$ cat src/rtl/tck_burst_gen.sv
// TAP burst driver: turns a one-clock active-low start strobe into N TCK
// cycles, shifting tdi_word out LSB-first while capturing TDO into the same
// register, with TMS raised only on the final bit and a one-cycle done pulse.
module tck_burst_gen #(
  parameter int DATA_W = 32,
  parameter int LEN_W  = 16,
  parameter int DIV_W  = 8
) (
  input  logic              clk,
  input  logic              reset,
  input  logic              start_n,
  input  logic [LEN_W-1:0]  bit_count,
  input  logic [DATA_W-1:0] tdi_word,
  input  logic              tms_last,
  input  logic [DIV_W-1:0]  half_period,
  input  logic              tdo,
  output logic              tck,
  output logic              tms,
  output logic              tdi,
  output logic [DATA_W-1:0] tdo_word,
  output logic              busy,
  output logic              done
);

  typedef enum logic [1:0] {IDLE, LOW, HIGH, FIN} state_t;

  state_t            state;
  logic              start_n_q;
  logic [DATA_W-1:0] sr;
  logic [LEN_W-1:0]  bit_cnt;
  logic [DIV_W-1:0]  phase;
  logic [DIV_W-1:0]  h_lat;
  logic              tms_l;

  logic              start;
  logic [DIV_W-1:0]  h_eff;

  // Falling-edge detect on the strobe; zero half period behaves as one.
  always_comb begin
    start = ~start_n & start_n_q;
    h_eff = (half_period == '0) ? DIV_W'(1) : half_period;
  end

  // Burst sequencer: phase counter times each TCK half, bit counter counts
  // down the remaining bits; all pin outputs are registered here.
  always_ff @(posedge clk or posedge reset) begin
    if (reset) begin
      state     <= IDLE;
      start_n_q <= 1'b1;
      sr        <= '0;
      bit_cnt   <= '0;
      phase     <= '0;
      h_lat     <= DIV_W'(1);
      tms_l     <= 1'b0;
      tck       <= 1'b0;
      tms       <= 1'b0;
      tdi       <= 1'b0;
      tdo_word  <= '0;
      busy      <= 1'b0;
      done      <= 1'b0;
    end else begin
      start_n_q <= start_n;
      unique case (state)
        IDLE: begin
          done <= 1'b0;
          if (start) begin
            if (bit_count == '0) begin
              // Empty burst: just acknowledge, leave tdo_word alone.
              done  <= 1'b1;
              state <= FIN;
            end else begin
              sr      <= tdi_word;
              bit_cnt <= bit_count;
              h_lat   <= h_eff;
              phase   <= h_eff - DIV_W'(1);
              tms_l   <= tms_last;
              busy    <= 1'b1;
              tck     <= 1'b0;
              tdi     <= tdi_word[0];
              tms     <= (bit_count == LEN_W'(1)) ? tms_last : 1'b0;
              state   <= LOW;
            end
          end
        end
        LOW: begin
          if (phase == '0) begin
            // Rising TCK: capture TDO into the top, shift toward the LSB.
            tck   <= 1'b1;
            sr    <= {tdo, sr[DATA_W-1:1]};
            phase <= h_lat - DIV_W'(1);
            state <= HIGH;
          end else begin
            phase <= phase - DIV_W'(1);
          end
        end
        HIGH: begin
          if (phase == '0) begin
            tck <= 1'b0;
            if (bit_cnt > LEN_W'(1)) begin
              bit_cnt <= bit_cnt - LEN_W'(1);
              tdi     <= sr[0];
              tms     <= (bit_cnt == LEN_W'(2)) ? tms_l : 1'b0;
              phase   <= h_lat - DIV_W'(1);
              state   <= LOW;
            end else begin
              bit_cnt  <= '0;
              tdi      <= 1'b0;
              tms      <= 1'b0;
              busy     <= 1'b0;
              done     <= 1'b1;
              tdo_word <= sr;
              state    <= FIN;
            end
          end else begin
            phase <= phase - DIV_W'(1);
          end
        end
        FIN: begin
          done  <= 1'b0;
          state <= IDLE;
        end
        default: state <= IDLE;
      endcase
    end
  end

endmodule
$ cat config.mk
export PLATFORM = sky130hd
export DESIGN_NAME = tck_burst_gen
export DESIGN_NICKNAME = d
export VERILOG_FILES = /design/src/rtl/tck_burst_gen.sv
export SDC_FILE = /design/constraint.sdc
export NUM_CORES = 1
export LEC_CHECK = 0
export ABC_CLOCK_PERIOD_IN_PS = 10000
export CAP_MARGIN = 10
export CORE_ASPECT_RATIO = 1.5
export CORE_MARGIN = 4
export CORE_UTILIZATION = 30
export DETAILED_ROUTE_END_ITERATION = 7
export PLACE_DENSITY = 0.6
export SETUP_SLACK_MARGIN = 0.1
export SLEW_MARGIN = 20
export SYNTH_ARGS = -nofsm -noshare
export SYNTH_HDL_FRONTEND = slang
export SYNTH_SLANG_ARGS = --single-unit
$ cat constraint.sdc
create_clock -name clk -period 10 [get_ports clk]
set_input_delay 1.5 -clock clk [delete_from_list [all_inputs] [get_ports clk]]
set_output_delay 1.5 -clock clk [all_outputs]
set_load 0.01 [all_outputs]
==> flow_summary.yaml <==
clock_tree:
  path_clk_slew_ns: 0.08
  cts_buffer_depth: 2
  cts_hold_buf: 0
  cts_root_buf: "clkbuf_16"
  cts_htree_levels: 3
  cts_tree: "done"
  post_cts_buffers: 0
  ctsResizeCount: 0
  numCtsBuffers: 9
  clock_sinks: 105
  clock_latency_ns: 0.34
yosys:
  synth_compound_area_frac: 0.121
  synth-seq-cells: 105
  synth-async-reset-ratio: 1.00
  yosysSeqAreaShare: 0.489
  synthMuxAreaShare: 0.176
  synth-xor-area-share: 0.00978
  yosys.area_share.adder: 0.0186
  ys_warn_count: 0
  synthCells: 501
  netlist_area_sq_mm: 0.00538
  synth_top_flop_cell: "dfrtp_1"
  synth_edf_count: 0
  synth_top_family_by_area: "multiplexers"
  syn_nets: 570
  yosys.area_share.simple: 0.146
  synth.avg_cell_area_sq_um: 10.7
  ys_types: 58
place:
  dp_worst_setup_slack_ns: 5.92
  gp_congestion: 0.850
  dp_cells: 791
  dp_hpwl_mm: 9.60
  port_buffers: 97
floorplanning:
  rows: 59
  die_h_um: 172
  core_sq_mm: 0.0175
  ios: 98
  die_width_um: 117
  die-area_sq_mm: 0.0202
  start_util: 0.307
worst_setup_path:
  arrival_ns: 4.07
  cp_max_fo: 9
  cp.required_ns: 10.28
  start_kind: "input port"
  cp-end-kind: "register"
  reg2reg_slack_ns: 7.20
  crit_type: "input port to register"
global_route:
  grt_pass1_wl_mm: 22.0
  grt_max_degree: 65
  grt-ovfl-total: 0
  track_usage: 0.137
  antenna_found_initial: 0
  grt_pass1_vias: 4443
timing:
  rsz0062_at_grt: "false"
  fmax_mhz: 264
  worstMarginPinSlew_ns: 0.741
  finalClockSkew_ns: 0.00847
  finalCritPeriodShare: 0.379
  whs_ns: 0.483
  slew_viol_final: 0
  slew_headroom: 0.502
  hold_viol: 0
  min_period_ns: 3.79
  tns_ns: 0
  setup_viol: 0
  setup_ws_ns: 6.21
status:
  status: "finished clean"
layout:
  layout-drive-gt1-share: 0.130
  stdcell_count: 807
  antenna_cells: 0
  final_nets: 658
  postLayoutCoreUtil: 0.391
  area_growth_pct: 27.2
run:
  drv_cap: 0
detailed_routing:
  avgRoutedWirePerCell_um: 16.6
  drc: 0
  drt-initial-drc-count: 280
  antenna_left: 0
  num_vias: 4158
  first_pass_iters: 4
  viasPerCell: 5.15
  wirelength_mm: 13.4
power:
  powerDensity_mw_per_mm2: 271
  p_leak_nw: 2.95
  peakVddDrop_uv: 112
worst_hold_path:
  hold_path.class: "register to register"
cells by family after synthesis:
kind of cell             after synthesis
AND/OR/NAND/NOR                      158
AO/OA/AOI/OAI                        111
flip-flops                           105
multiplexers                          78
buffers and inverters                 35
adder cells (fa/ha/maj)                8
XOR/XNOR                               6
synth_stat cells (3+ instances only):
master      n  share of area
mux2i_1    35          0.065
nand4_1     4         0.0047
nor2_1     57          0.040
o21ai_0    35          0.033
dfrtp_1   103           0.48
nand2b_1    4         0.0047
or4_1       6         0.0084
buf_12      3          0.011
nor3_1     13          0.012
nor4_1      7         0.0081
a21oi_1    45          0.042
mux2_4     30          0.084
o211ai_1    4         0.0056
clkbuf_1   13         0.0091
inv_1      11         0.0077
buf_2       4         0.0037
ha_1        8          0.019
buf_6       3         0.0063
a31oi_1     3         0.0035
nand2_1    33          0.023
mux2_2     13          0.027
xor2_1      3         0.0049
nand3_1    10         0.0093
xnor2_1     3         0.0049
nor2b_1     7         0.0081
o311ai_0    3         0.0049
final timing paths:
check,startpoint,to,depth (start not counted)
worst max-delay path,bit_count[13],bit_cnt[5],7
max in group asynchronous,reset,tdo_word[22],3
worst min-delay path,tdi,tdi,2
worst min register to register,tdi,tdi,2
worst max register to register,state[0],tdo_word[4],5
min in group asynchronous,reset,h_lat[6],2
power by group:
part / internal, W / switching, W / leakage (nW)
sequential: 0.000572 / 0.000125 / 1.30
clock: 0.000228 / 0.000174 / 0.169
combinational: 0.000318 / 0.000435 / 1.48
through the flow:
stage / total power (W) / cell area, sq um
finish: 0.00185 / 6840
global route: 0.00200 / 6840
CTS: 0.00187 / 6830
detailed placement: 0.00146 / 6480
global placement: 0.00144 / 6480
floorplan: 0.00126 / 5380
registers in the layout, indices dropped and copies added (netlist names):
| signal | cells |
|---|---|
| sr | 32 |
| tdo_word | 32 |
| bit_cnt | 16 |
| h_lat | 8 |
| phase | 8 |
| state | 2 |
| busy | 1 |
| done | 1 |
| start_n_q | 1 |
| tck | 1 |
| tdi | 1 |
| tms | 1 |
| tms_l | 1 |
cell type report:
type	count	area (sq um)
clock buffer	9	225
clock inverter	7	124
fill	1714	10700
inverter	11	43.8
multi-input combinational	361	2550
sequential	105	2630
tap	213	267
timing repair buffer	101	1000
placed cells by master (no fill, tap or decap), drive strengths merged, types with 4 or more instances in the layout:
cell type	count
a21oi	45
buf	4
clkbuf	9
clkdlybuf4s50	97
dfrtp	103
ha	8
inv	13
mux2	43
mux2i	35
nand2	33
nand2b	4
nand3	10
nand4	4
nor2	57
nor2b	7
nor3	13
nor4	8
o211ai	4
o21ai	36
or3	4
or4	7
metal layers:
layer	vias up	GRT usage	part of all wire
li1	1976	-	-
met1	2037	0.156	0.40
met2	118	0.246	0.52
met3	27	0.0319	0.052
met4	0	0.0534	0.026
met5	-	0	0
critical path, cell delays in order:
cell	delay (ns)
clkdlybuf4s50_1	0.52
nor4_1	0.07
and4_1	0.26
o21ai_1	0.41
nand4_1	0.52
or4_1	0.67
nand3_1	0.12
Power figures use the tool's default switching activity.
